===== src/rtl/armleocpu_decode.sv =====
// armleocpu_decode: single-slot decode stage between fetch and execute.
//
// Holds one registered instruction slot and tracks whether fetch may run
// freely (RUN), must be held off while a serializing instruction runs
// (SERIAL), or is being drained after a branch until the branch target
// shows up (KILL).
//
// Optional feature: define ARMLEOCPU_DECODE_ILLEGAL_CHECK_EN to register an
// illegal-opcode flag with the slot and to treat illegal instructions as
// serializing. Without it d2e_illegal is tied to 0.
//
// Ports:
//   clk, rst                 clock (rising edge), async active-high reset
//   f2d_valid/type/instr/pc  instruction bus from fetch
//   d2f_ready/cmd/branchtarget  command bus back to fetch (combinational)
//   d2e_valid/type/instr/pc/illegal  registered slot to execute
//   e2d_ready/cmd/branchtarget  slot consume and command from execute
//   debug_state              current FSM state (RUN=0, SERIAL=1, KILL=2)
//
// Handshake: a transfer on f2d happens in a cycle where f2d_valid and
// d2f_ready are both 1; the slot is consumed in a cycle where d2e_valid and
// e2d_ready are both 1. d2f_ready never depends on f2d_valid.

`ifndef F2E_TYPE_WIDTH
`define F2E_TYPE_WIDTH 2
`endif
`ifndef F2E_TYPE_INSTR
`define F2E_TYPE_INSTR 2'd0
`endif
`ifndef F2E_TYPE_INTERRUPT_PENDING
`define F2E_TYPE_INTERRUPT_PENDING 2'd1
`endif
`ifndef ARMLEOCPU_E2F_CMD_WIDTH
`define ARMLEOCPU_E2F_CMD_WIDTH 2
`endif
`ifndef ARMLEOCPU_E2F_CMD_NONE
`define ARMLEOCPU_E2F_CMD_NONE 2'd0
`endif
`ifndef ARMLEOCPU_E2F_CMD_START_BRANCH
`define ARMLEOCPU_E2F_CMD_START_BRANCH 2'd1
`endif
`ifndef ARMLEOCPU_E2F_CMD_FLUSH
`define ARMLEOCPU_E2F_CMD_FLUSH 2'd2
`endif
`ifndef ARMLEOCPU_E2F_CMD_ABORT
`define ARMLEOCPU_E2F_CMD_ABORT 2'd3
`endif

module armleocpu_decode #(
    parameter logic [31:0] NOP_INSTR = 32'h00000013
) (
    input  logic                                clk,
    input  logic                                rst,

    input  logic                                f2d_valid,
    input  logic [`F2E_TYPE_WIDTH-1:0]          f2d_type,
    input  logic [31:0]                         f2d_instr,
    input  logic [31:0]                         f2d_pc,

    output logic                                d2f_ready,
    output logic [`ARMLEOCPU_E2F_CMD_WIDTH-1:0] d2f_cmd,
    output logic [31:0]                         d2f_branchtarget,

    output logic                                d2e_valid,
    output logic [`F2E_TYPE_WIDTH-1:0]          d2e_type,
    output logic [31:0]                         d2e_instr,
    output logic [31:0]                         d2e_pc,
    output logic                                d2e_illegal,

    input  logic                                e2d_ready,
    input  logic [`ARMLEOCPU_E2F_CMD_WIDTH-1:0] e2d_cmd,
    input  logic [31:0]                         e2d_branchtarget,

    output logic [1:0]                          debug_state
);

    localparam logic [1:0] ST_RUN    = 2'd0;
    localparam logic [1:0] ST_SERIAL = 2'd1;
    localparam logic [1:0] ST_KILL   = 2'd2;

    localparam logic [6:0] OP_SYSTEM   = 7'b1110011;
    localparam logic [6:0] OP_MISC_MEM = 7'b0001111;

    logic [1:0]  state_q, state_d;
    logic [31:0] target_q;

    logic slot_free, accept, start_branch, kill_match, f2d_serial;
    logic load, clear;

    assign slot_free    = !d2e_valid || e2d_ready;
    assign accept       = f2d_valid && d2f_ready;
    assign start_branch = (e2d_cmd == `ARMLEOCPU_E2F_CMD_START_BRANCH);
    assign kill_match   = f2d_valid && (f2d_pc == target_q);

`ifdef ARMLEOCPU_DECODE_ILLEGAL_CHECK_EN
    logic f2d_legal;
    logic illegal_q;

    always_comb begin
        f2d_legal = 1'b0;
        if (f2d_instr[1:0] == 2'b11) begin
            case (f2d_instr[6:0])
                7'b0110111, 7'b0010111, 7'b1101111, 7'b1100111,
                7'b1100011, 7'b0000011, 7'b0100011, 7'b0010011,
                7'b0110011, OP_MISC_MEM, OP_SYSTEM: f2d_legal = 1'b1;
                default: f2d_legal = 1'b0;
            endcase
        end
    end
`endif

    // Instructions that must drain execute before anything younger runs.
    assign f2d_serial = (f2d_type == `F2E_TYPE_INTERRUPT_PENDING)
                     || (f2d_instr[6:0] == OP_SYSTEM)
                     || ((f2d_instr[6:0] == OP_MISC_MEM) && (f2d_instr[14:12] == 3'b001))
`ifdef ARMLEOCPU_DECODE_ILLEGAL_CHECK_EN
                     || !f2d_legal
`endif
                     ;

    // In KILL only the instruction at the branch target is taken; a branch
    // in the same cycle always wins over any incoming instruction.
    assign load  = !start_branch
                && (((state_q == ST_RUN) && accept) || ((state_q == ST_KILL) && kill_match));
    assign clear = start_branch || (!load && slot_free);

    // State register
    always_ff @(posedge clk or posedge rst) begin
        if (rst) state_q <= ST_RUN;
        else     state_q <= state_d;
    end

    // Next-state logic
    always_comb begin
        state_d = state_q;
        if (start_branch) begin
            state_d = ST_KILL;
        end else begin
            case (state_q)
                ST_RUN:    if (accept && f2d_serial) state_d = ST_SERIAL;
                ST_KILL:   if (kill_match) state_d = f2d_serial ? ST_SERIAL : ST_RUN;
                ST_SERIAL: state_d = ST_SERIAL;
                default:   state_d = ST_RUN;
            endcase
        end
    end

    // Output logic toward fetch
    always_comb begin
        d2f_ready        = 1'b0;
        d2f_cmd          = `ARMLEOCPU_E2F_CMD_NONE;
        d2f_branchtarget = e2d_branchtarget;
        if (!rst) begin
            d2f_ready = (state_q == ST_RUN) ? slot_free : 1'b1;
            if (start_branch || (e2d_cmd == `ARMLEOCPU_E2F_CMD_FLUSH))
                d2f_cmd = e2d_cmd;
            else if (state_q == ST_SERIAL)
                d2f_cmd = `ARMLEOCPU_E2F_CMD_ABORT;
        end
    end

    // Instruction slot and captured branch target
    always_ff @(posedge clk or posedge rst) begin
        if (rst) begin
            d2e_valid <= 1'b0;
            d2e_instr <= NOP_INSTR;
            d2e_pc    <= 32'h0;
            d2e_type  <= `F2E_TYPE_INSTR;
            target_q  <= 32'h0;
        end else begin
            if (load) begin
                d2e_valid <= 1'b1;
                d2e_instr <= f2d_instr;
                d2e_pc    <= f2d_pc;
                d2e_type  <= f2d_type;
            end else if (clear) begin
                d2e_valid <= 1'b0;
                d2e_instr <= NOP_INSTR;
            end
            if (start_branch) target_q <= e2d_branchtarget;
        end
    end

`ifdef ARMLEOCPU_DECODE_ILLEGAL_CHECK_EN
    always_ff @(posedge clk or posedge rst) begin
        if (rst)        illegal_q <= 1'b0;
        else if (load)  illegal_q <= !f2d_legal;
        else if (clear) illegal_q <= 1'b0;
    end
    assign d2e_illegal = illegal_q;
`else
    assign d2e_illegal = 1'b0;
`endif

    assign debug_state = state_q;

endmodule


===== config.mk =====
export PLATFORM = sky130hd
export DESIGN_NAME = armleocpu_decode
export DESIGN_NICKNAME = d
export VERILOG_FILES = /design/src/rtl/armleocpu_decode.sv
export SDC_FILE = /design/constraint.sdc
export NUM_CORES = 1
export LEC_CHECK = 0
export CORE_ASPECT_RATIO = 1.2
export CORE_MARGIN = 4
export CORE_UTILIZATION = 25
export CTS_BUF_LIST = sky130_fd_sc_hd__clkbuf_2
export CTS_CLUSTER_SIZE = 10
export DETAILED_ROUTE_END_ITERATION = 10
export PLACE_DENSITY_LB_ADDON = 0.08
export SYNTH_ARGS = -nofsm -noshare
export SYNTH_HDL_FRONTEND = slang
export SYNTH_SLANG_ARGS = --single-unit

===== constraint.sdc =====
create_clock -name clk -period 9.8 [get_ports clk]
set_input_delay 1.47 -clock clk [delete_from_list [all_inputs] [get_ports clk]]
set_output_delay 1.47 -clock clk [all_outputs]
set_load 0.01 [all_outputs]

* Word-level counts from Yosys, hierarchy flattened
Cells that the tools add are included.
** Storage, ports and cells
- Bits in registers :: 101
- Input bits :: 104
** Cells by class
- Equality and inequality tests :: 11
- Reduce and logical (&&, ||, !) cells :: 20
- Muxes and demuxes :: 14
** Operators by type and width (number)
- $mux W32 :: 2
- $eq A32 B32 Y1 :: 1
- $mux W2 :: 6
- $logic_and A1 B1 Y1 :: 8
- $eq A7 B4 Y1 const B :: 1
- $eq A7 B7 Y1 const B :: 1
- $eq A2 B1 Y1 const B :: 3
- $logic_or A1 B1 Y1 :: 6
- $pmux W2 S3 :: 1
- $mux W1 :: 5
- $eq A2 B2 Y1 const B :: 2
- $eq A3 B1 Y1 const B :: 1
- $logic_not A1 Y1 :: 3
- $ne A3 B2 Y1 const B :: 1
- $ne A3 B3 Y1 const B :: 1
- $logic_not A2 Y1 :: 1
- $reduce_and A2 Y1 :: 1
- $reduce_bool A2 Y1 :: 1

* Logic depth before layout (Yosys ltp)
- Depth after elaboration :: 13
- Gate-level depth with buffers :: 9
- Depth with buffers taken out :: 7

* Least setup slack after synthesis
Ideal clock, no wire load.
- Kind :: input port to flip-flop
- Start :: input rst
- End :: register d2e_pc[10]
- Setup slack :: 4.519 ns
- Library setup time :: 0.125 ns
- Buffers on the path :: 2
- Required time :: 9.675 ns
- Arrival time :: 5.156 ns
- Stages on the path :: 8
- Path through :: inv_1 -> a31oi_1 -> or2_1 -> clkbuf_1 -> nor3_2 -> nor2_4 -> buf_6 -> mux2_4
** Between the ends
- Longest elaborated chain between the ends :: 5
** Ends and longest elaborated chain
- start: declaration :: line 53 : input logic rst,
- $mux W1 :: line 153 : if (!rst) begin
- $logic_and A1 B1 Y1 :: line 91 : assign accept = f2d_valid && d2f_ready;
- $logic_and A1 B1 Y1 :: line 124 : && (((state_q == ST_RUN) && accept) || ((state_q == ST_KILL) && kill_match));
- $logic_or A1 B1 Y1 :: line 124
- $logic_and A1 B1 Y1 :: line 124
- end signal: assignment :: line 174 : d2e_pc <= f2d_pc;
- end: declaration :: line 67 : output logic [31:0] d2e_pc,
No other way between the ends.
A chain may end at the register's enable or synchronous reset.

* Worst setup path after layout
- Start :: input e2d_ready
- End :: output d2f_ready
** Between the ends
- Longest elaborated chain between the ends :: 3
** Ends and longest elaborated chain
- start: declaration :: line 70 : input logic e2d_ready,
- $logic_or A1 B1 Y1 :: line 90 : assign slot_free = !d2e_valid || e2d_ready;
- $mux W1 :: line 154 : d2f_ready = (state_q == ST_RUN) ? slot_free : 1'b1;
- $mux W1 :: line 153
- end: declaration :: line 60 : output logic d2f_ready,
No other way between the ends.

==> flow_summary_export.csv <==
group,metric,value,unit
outcome,status,"finished, final reports clean",
floorplan,dieArea,23000,sq um
synth,synth_common_cells,"dfrtp_1, mux2_2, buf_4, a21oi_1, mux2_4",
synth,synth.area.top_cells,"dfrtp_1, mux2_2, mux2_4",
flow_run,maxCapViolCount,0,
route,firstDrtPassIters,4,
placement,placed_cells,841,
power,switchingPower,361,uW
sta,slew_viol_final,0,
cts,tritoncts,"yes",
finish,finalNonFillerCells,859,
setup_path,r2r_slack,6.49,ns
power,irDropWorstVdd,0.0729,mV
finish,drive_gt1_frac,0.167,
finish,sequential_cell_area,2530,sq um
grt,grt_usage,0.138,
setup_path,r2r-start,"debug_state[1]$_DFFE_PP0P_",
synth,syn_nets,531,
sta,fmax,206,MHz
cts,hold_buffers,0,
route,routed-via-count,3957,
grt,grt_max_degree,73,
floorplan,start_util,0.254,
synth,synth.most_common_cell,"dfrtp_1",
power,p_leak,2.94,nW
grt,gr-total-overflow,0,
synth,synthFlopType,"dfrtp_1",
setup_path,crit_fanout,24,
synth,netlist_area,5150,sq um
sta,finClkSkew,0.0428,ns
setup_path,r2r_end,"d2e_pc[31]$_DFFE_PP0N_",
sta,hold_viol_final,0,
floorplan,die_y,165,um
route,routed_wl,16000,um
grt,antenna_found_initial,2,
finish,final_nets,692,
route,final_antenna_net_count,0,
placement,gp_congestion,0.719,
cts,cts_made_buffers,9,
synth,ys_seq_area_frac,0.492,
setup_path,worst_ep_required_time,8.33,ns
sta,slew_headroom,0.122,
route,detail_route.wl_per_cell,18.6,um
power,clock_power_share,0.172,
synth,synth.top_cell.area_share,0.476,
cts,clk_pin_slew,0.27,ns
cts,clockRootBuffer,"clkbuf_2",
setup_path,start_kind,"input pin",
sta,setup_viol,0,
sta,grt_setup_unrepaired,"false",
sta,setup_tns,0,ns
floorplan,core_area,20300,sq um
setup_path,crit_path_end_kind,"output port",
hold_path,hold_path_end,"d2e_instr[14]$_DFFE_PP0P_",
placement,dp_hpwl,11700,um
finish,area_growth,42.3,%
synth,ys.warnings.count,0,
hold_path,min_path_type,"flip-flop to flip-flop",
power,p_per_area,166,nW/um^2
route,drtIter0Drc,167,
cts,cts_setup_buffers,0,
grt,first_global_vias,4196,
sta,post-route-period-util,0.496,
power,power_frac_seq,0.464,
cts,cts_buffer_depth,2,
hold_path,worstHoldStart,"d2e_instr[14]$_DFFE_PP0P_",
power,internal_power,856,uW
synth,yosysUniqueCellTypes,43,
cts,clock_latency,0.62,ns
synth,synth-edff-count,0,
power,p_sw_frac,0.297,
setup_path,critPathKind,"input pin to output port",
finish,multiInputGateArea,2240,sq um
cts,clock_sinks,101,
synth,synth_seq_cells,101,
setup_path,reg2regPathDepth,6,
power,comb_power_share,0.364,
sta,worst_pin_slew,1.31,ns
grt,grt_pass1_wl,24600,um
synth,yosysTopAreaCell,"dfrtp_1",
finish,fillers,2021,
cts,cts.repair.resized,0,
cts,htree_levels,3,
route,post-route-drc-count,0,
route,vias_per_cell,4.61,
synth,synth_area_per_cell,12.1,sq um
placement,portBuffers,207,
floorplan,core.rowCount,57,
floorplan,die_width,139,um
sta,finalCriticalPeriod,4.86,ns
synth,synth-async-reset-ratio,1.00,
synth,netlist_instances,426,
floorplan,io_pins,209,
setup_path,crit_arrival,3.39,ns
hold_path,hold-path-cell-count,1,
-- sequential cells by signal, summed over array words and instances (netlist names) --
signal	cells
target_q	32
debug_state	2
d2e_instr	32
d2e_type	2
d2e_valid	1
d2e_pc	32
-- cell usage in the layout, fill, tap and decap left out, types with 2 or more instances in the layout --
master and count:
nand2_1 6, buf_4 3, nand4_1 11, o22a_1 3, mux2_4 27, dfstp_2 3
nor3_1 3, inv_1 3, nor4_1 3, xor2_1 9, nand2b_1 3, a221o_1 22
mux2_2 39, nor2_1 8, clkdlybuf4s50_1 207, xnor2_1 23, diode_2 2, a22o_1 7
nand3_1 25, dfrtp_1 98, clkbuf_2 12, a21oi_1 29, nand3b_1 22
-- worst max-delay path: stages --
cell and delay [ns]:
clkdlybuf4s50_1 0.43, nor2b_2 0.82, a21oi_1 0.14, clkdlybuf4s50_1 0.53
-- power by group through the flow --
stage          clock (mW)  sequential (mW)  combinational [mW]
2_1_floorplan           0            0.598               0.173
5_1_grt             0.237            0.579               0.473
4_1_cts             0.223            0.567               0.455
3_5_place_dp            0            0.572               0.454
3_3_place_gp            0            0.574               0.448
6_report            0.209            0.565               0.443
-- logic make-up (layout without fill, tap and decap cells) --
| kind of cell | count (synthesis) | count (layout) | share of synthesized area |
|---|---|---|---|
| other cells | 1 | 3 | 0.000728 |
| buf+inv | 64 | 230 | 0.0765 |
| fa+ha+maj | 1 | 1 | 0.00243 |
| flops | 101 | 101 | 0.492 |
| simple gates | 94 | 94 | 0.113 |
| mux | 66 | 66 | 0.164 |
| xor+xnor | 32 | 32 | 0.0544 |
| compound gates | 67 | 67 | 0.0967 |
-- per-layer routing --
metal,up-vias,routed length [um],track usage
met1,1964,7030,0.178
met4,0,179,0.0387
met5,-,0,0
li1,1852,-,-
met2,128,7990,0.230
met3,13,811,0.0343
-- area by class of cell --
| type | instances | share of cell area |
|---|---|---|
| clock buffer | 12 | 0.00820 |
| multi-input combinational | 261 | 0.305 |
| inverter | 4 | 0.00239 |
| sequential | 101 | 0.345 |
| clock inverter | 4 | 0.00683 |
| tap | 265 | 0.0453 |
| antenna | 2 | 0.000683 |
| timing repair buffer | 210 | 0.286 |
-- how the worst max path moves through the flow --
stage	startpoint	cells after the start	endpoint	slack (ns)
after floorplan	rst	8	d2e_pc[10]$_DFFE_PP0N_	4.52
after global placement	e2d_ready	4	d2f_ready	4.95
after detailed placement	f2d_pc[18]	8	d2e_pc[14]$_DFFE_PP0N_	4.92
after CTS	e2d_ready	4	d2f_ready	4.95
after global routing	e2d_ready	4	d2f_ready	4.82
final	e2d_ready	4	d2f_ready	4.94
-- per-stage QoR --
step | setup WS [ns] | power [mW] | area [sq um] | hold WS [ns] | utilization
2_1_floorplan | 4.52 | 0.771 | 5150 | 0.501 | -
3_3_place_gp | 4.95 | 1.02 | 7210 | 0.483 | 0.356
3_5_place_dp | 4.92 | 1.03 | 7210 | 0.491 | 0.356
4_1_cts | 4.95 | 1.24 | 7320 | 0.543 | 0.362
5_1_grt | 4.82 | 1.29 | 7330 | 0.551 | 0.362
6_report | 4.94 | 1.22 | 7330 | 0.541 | 0.362
No activity file was read; power rests on OpenSTA's default activity.
==> edit (same settings) <==
Register the input `e2d_branchtarget` before use, cleared by the reset. The logic sees it one clock later. The other inputs are not delayed to match.
--- a/src/rtl/armleocpu_decode.sv
+++ b/src/rtl/armleocpu_decode.sv
@@ -80,6 +80,16 @@
 
     localparam logic [6:0] OP_SYSTEM   = 7'b1110011;
     localparam logic [6:0] OP_MISC_MEM = 7'b0001111;
+
+    logic [31:0] e2d_branchtarget_q;
+
+    always_ff @(posedge clk or posedge rst) begin
+        if (rst) begin
+            e2d_branchtarget_q <= '0;
+        end else begin
+            e2d_branchtarget_q <= e2d_branchtarget;
+        end
+    end
 
     logic [1:0]  state_q, state_d;
     logic [31:0] target_q;
@@ -149,7 +159,7 @@
     always_comb begin
         d2f_ready        = 1'b0;
         d2f_cmd          = `ARMLEOCPU_E2F_CMD_NONE;
-        d2f_branchtarget = e2d_branchtarget;
+        d2f_branchtarget = e2d_branchtarget_q;
         if (!rst) begin
             d2f_ready = (state_q == ST_RUN) ? slot_free : 1'b1;
             if (start_branch || (e2d_cmd == `ARMLEOCPU_E2F_CMD_FLUSH))
@@ -177,7 +187,7 @@
                 d2e_valid <= 1'b0;
                 d2e_instr <= NOP_INSTR;
             end
-            if (start_branch) target_q <= e2d_branchtarget;
+            if (start_branch) target_q <= e2d_branchtarget_q;
         end
     end
 
Formal check against the unedited RTL: not equivalent (a bounded check fails within 4 cycles, from zero or initial values and one cycle with rst high).
==> edit against the unedited design <==
  * Register-to-register slack improved by 0.31 ns
  * Count of clock-buffer cells in the layout increased by 5
  * Design area increased by 15%
  * Sequential cell count increased by 32
  * Worst setup slack improved by 0.29 ns
  * Utilization increased by 1.3 points
  * Routed wire length increased by 9.8%
  * Critical path depth increased by 2
  * Synthesized area increased by 13%
  * Worst hold slack got worse by 0.0029 ns
  * Critical endpoint is now d2f_cmd[1]
  * Largest cell class unchanged
Power is not compared: it rests on default switching activity, and its combinational part moved more than twofold at a synthesized area within 25%.
==> edit: results (changes against the unedited design) <==
- Worst vdd ir: 0.0652 mV
- Clock Skews: 0.0444 ns (+0.00157 ns)
- First-pass GRT wire length: 28.1 mm (+14%)
- Pwr/cell area: 133 nW/um2
- Met2 WL: 8.36 mm (+4.6%)
- Register area share after synthesis: 57.5% (+8.3 points)
- Vias per Instance: 4.40 (-4.5%)
- Worst-path clk slew: 0.20 ns (-0.07 ns)
- Clock Latency Late Sink: 0.69 ns (+0.07 ns)
- GR Layer Usage met1: 17.2% (-0.60 points)
- Largest cells by area after synthesis: dfrtp_1 56%, o32ai_2 8.4%, mux2_2 6.2%, o32ai_1 5.0%, inv_1 4.3%
- Synth top cells by count: 130 x dfrtp_1, 67 x inv_1, 40 x nand2_1, 33 x o32ai_1
- Async SR Flop Fraction: 100% (unchanged)
- Placer Congestion: 0.762 (+6.1%)
- Root buffer cell: clkbuf_2
- Reg2reg start: d2e_valid
- Hold endpoint: target_q[4]
- Slew headroom: 29.0% (+17 points)
- R2r setup slk: 6.80 ns (+0.31 ns)
- Min-delay src: d2f_branchtarget[4]
- Global route hottest layer: met2
- CP max-delay cell: clkdlybuf4s50_1
- Fraction of layout cells with a size suffix above 1: 16.7% (about the same)
- Crit-path max FO: 3 (-88%)
- CTS H-tree lvls: 4 (+1)
- Largest net degree at the start of global routing: 76 (+4.1%)
- Status: completed
- Hold depth: 1 (unchanged)
- Met3 GRT Util: 5.84% (+2.4 points)
- Initial antenna violation count: 1 (-1)
- Post-CTS resize count: 0 (unchanged)
- Hpwl dp: 12.1 mm (+3.6%)
- NumNets Final: 779 (+13%)
- Crit path arrival time: 3.10 ns (-0.29 ns)
- Post-Route WL: 17.6 mm (+9.8%)
- Yosys warns: 0 (unchanged)
- P_leak: 3.55 nW
- Top_reg_cell synth: dfrtp_1
- Reg-to-reg endpoint: d2e_pc[8]
- Count of different cell masters after synthesis: 38 (-12%)
- GRT Total Usage: 13.9% (+0.11 points)
- Met3 WL post-DR: 1.57 mm (+94%)
- Post-CTS setup buffer count: 0 (unchanged)
- Post-Syn Nets: 580 (+9.2%)
- Fill count: 2,234 (+11%)
- # port buffers: 207 (unchanged)
- GR Util met2: 22.5% (-0.50 points)
- M1 WL: 7.51 mm (+6.8%)
- Vias in the first global route: 4,979 (+19%)
- CTS buffer count: 17 (+8)
- 1st-pass router iterations: 4 (unchanged)
- Delay-heaviest family, CP: buffers and inverters
- DRT iter0 DRCs: 176 (+5.4%)
- Crit-path max cell delay: 0.56 ns (-0.26 ns)
- DP Area: 8170 um2 (+13%)
[edit: report_power, final]
group,switching [mW],internal [mW]
sequential,0.0165,0.576
clock,0.218,0.169
combinational,0.0611,0.0825
[edit: kinds of logic (layout without fill, tap and decap cells)]
family	count (synthesis)	count (layout)	synth area share (%)
other	1	2	0.0647
multiplexers	32	32	6.22
buffers and inverters	101	313	7.27
adder cells (fa/ha/maj)	1	1	0.216
flip-flops	133	133	57.5
XOR/XNOR	32	32	4.83
AO/OA/AOI/OAI	76	76	15.1
AND/OR/NAND/NOR	99	99	8.85
[edit: per-stage QoR]
| step | setup WS [ns] | std cells | total power [mW] | hold slack [ns] |
|---|---|---|---|---|
| after floorplan | 3.99 | 475 | 0.667 | 0.501 |
| after global placement | 4.87 | 965 | 0.748 | 0.498 |
| after detailed placement | 4.77 | 965 | 0.749 | 0.493 |
| after CTS | 5.21 | 997 | 1.15 | 0.543 |
| after global routing | 5.15 | 998 | 1.19 | 0.568 |
| final | 5.23 | 998 | 1.12 | 0.538 |
[edit: layout make-up]
cell class,instances,share of cell area [%]
Clock buffer,17,1.01
Multi-Input combinational cell,241,24.4
Antenna cell,1,0.0296
Inverter,67,3.03
Sequential cell,133,39.4
Tap cell,310,4.58
Timing Repair Buffer,214,25.1
Clock inverter,15,2.41
[edit: how the worst max path moves through the flow]
stage                 endpoint       start  slack (ns)
CTS                 d2f_cmd[1]  e2d_cmd[1]        5.21
floorplan           d2e_pc[15]         rst        3.99
finish              d2f_cmd[1]  e2d_cmd[1]        5.23
detailed placement  d2e_pc[10]         rst        4.77
global placement     d2e_pc[5]         rst        4.87
global route        d2f_cmd[1]  e2d_cmd[1]        5.15
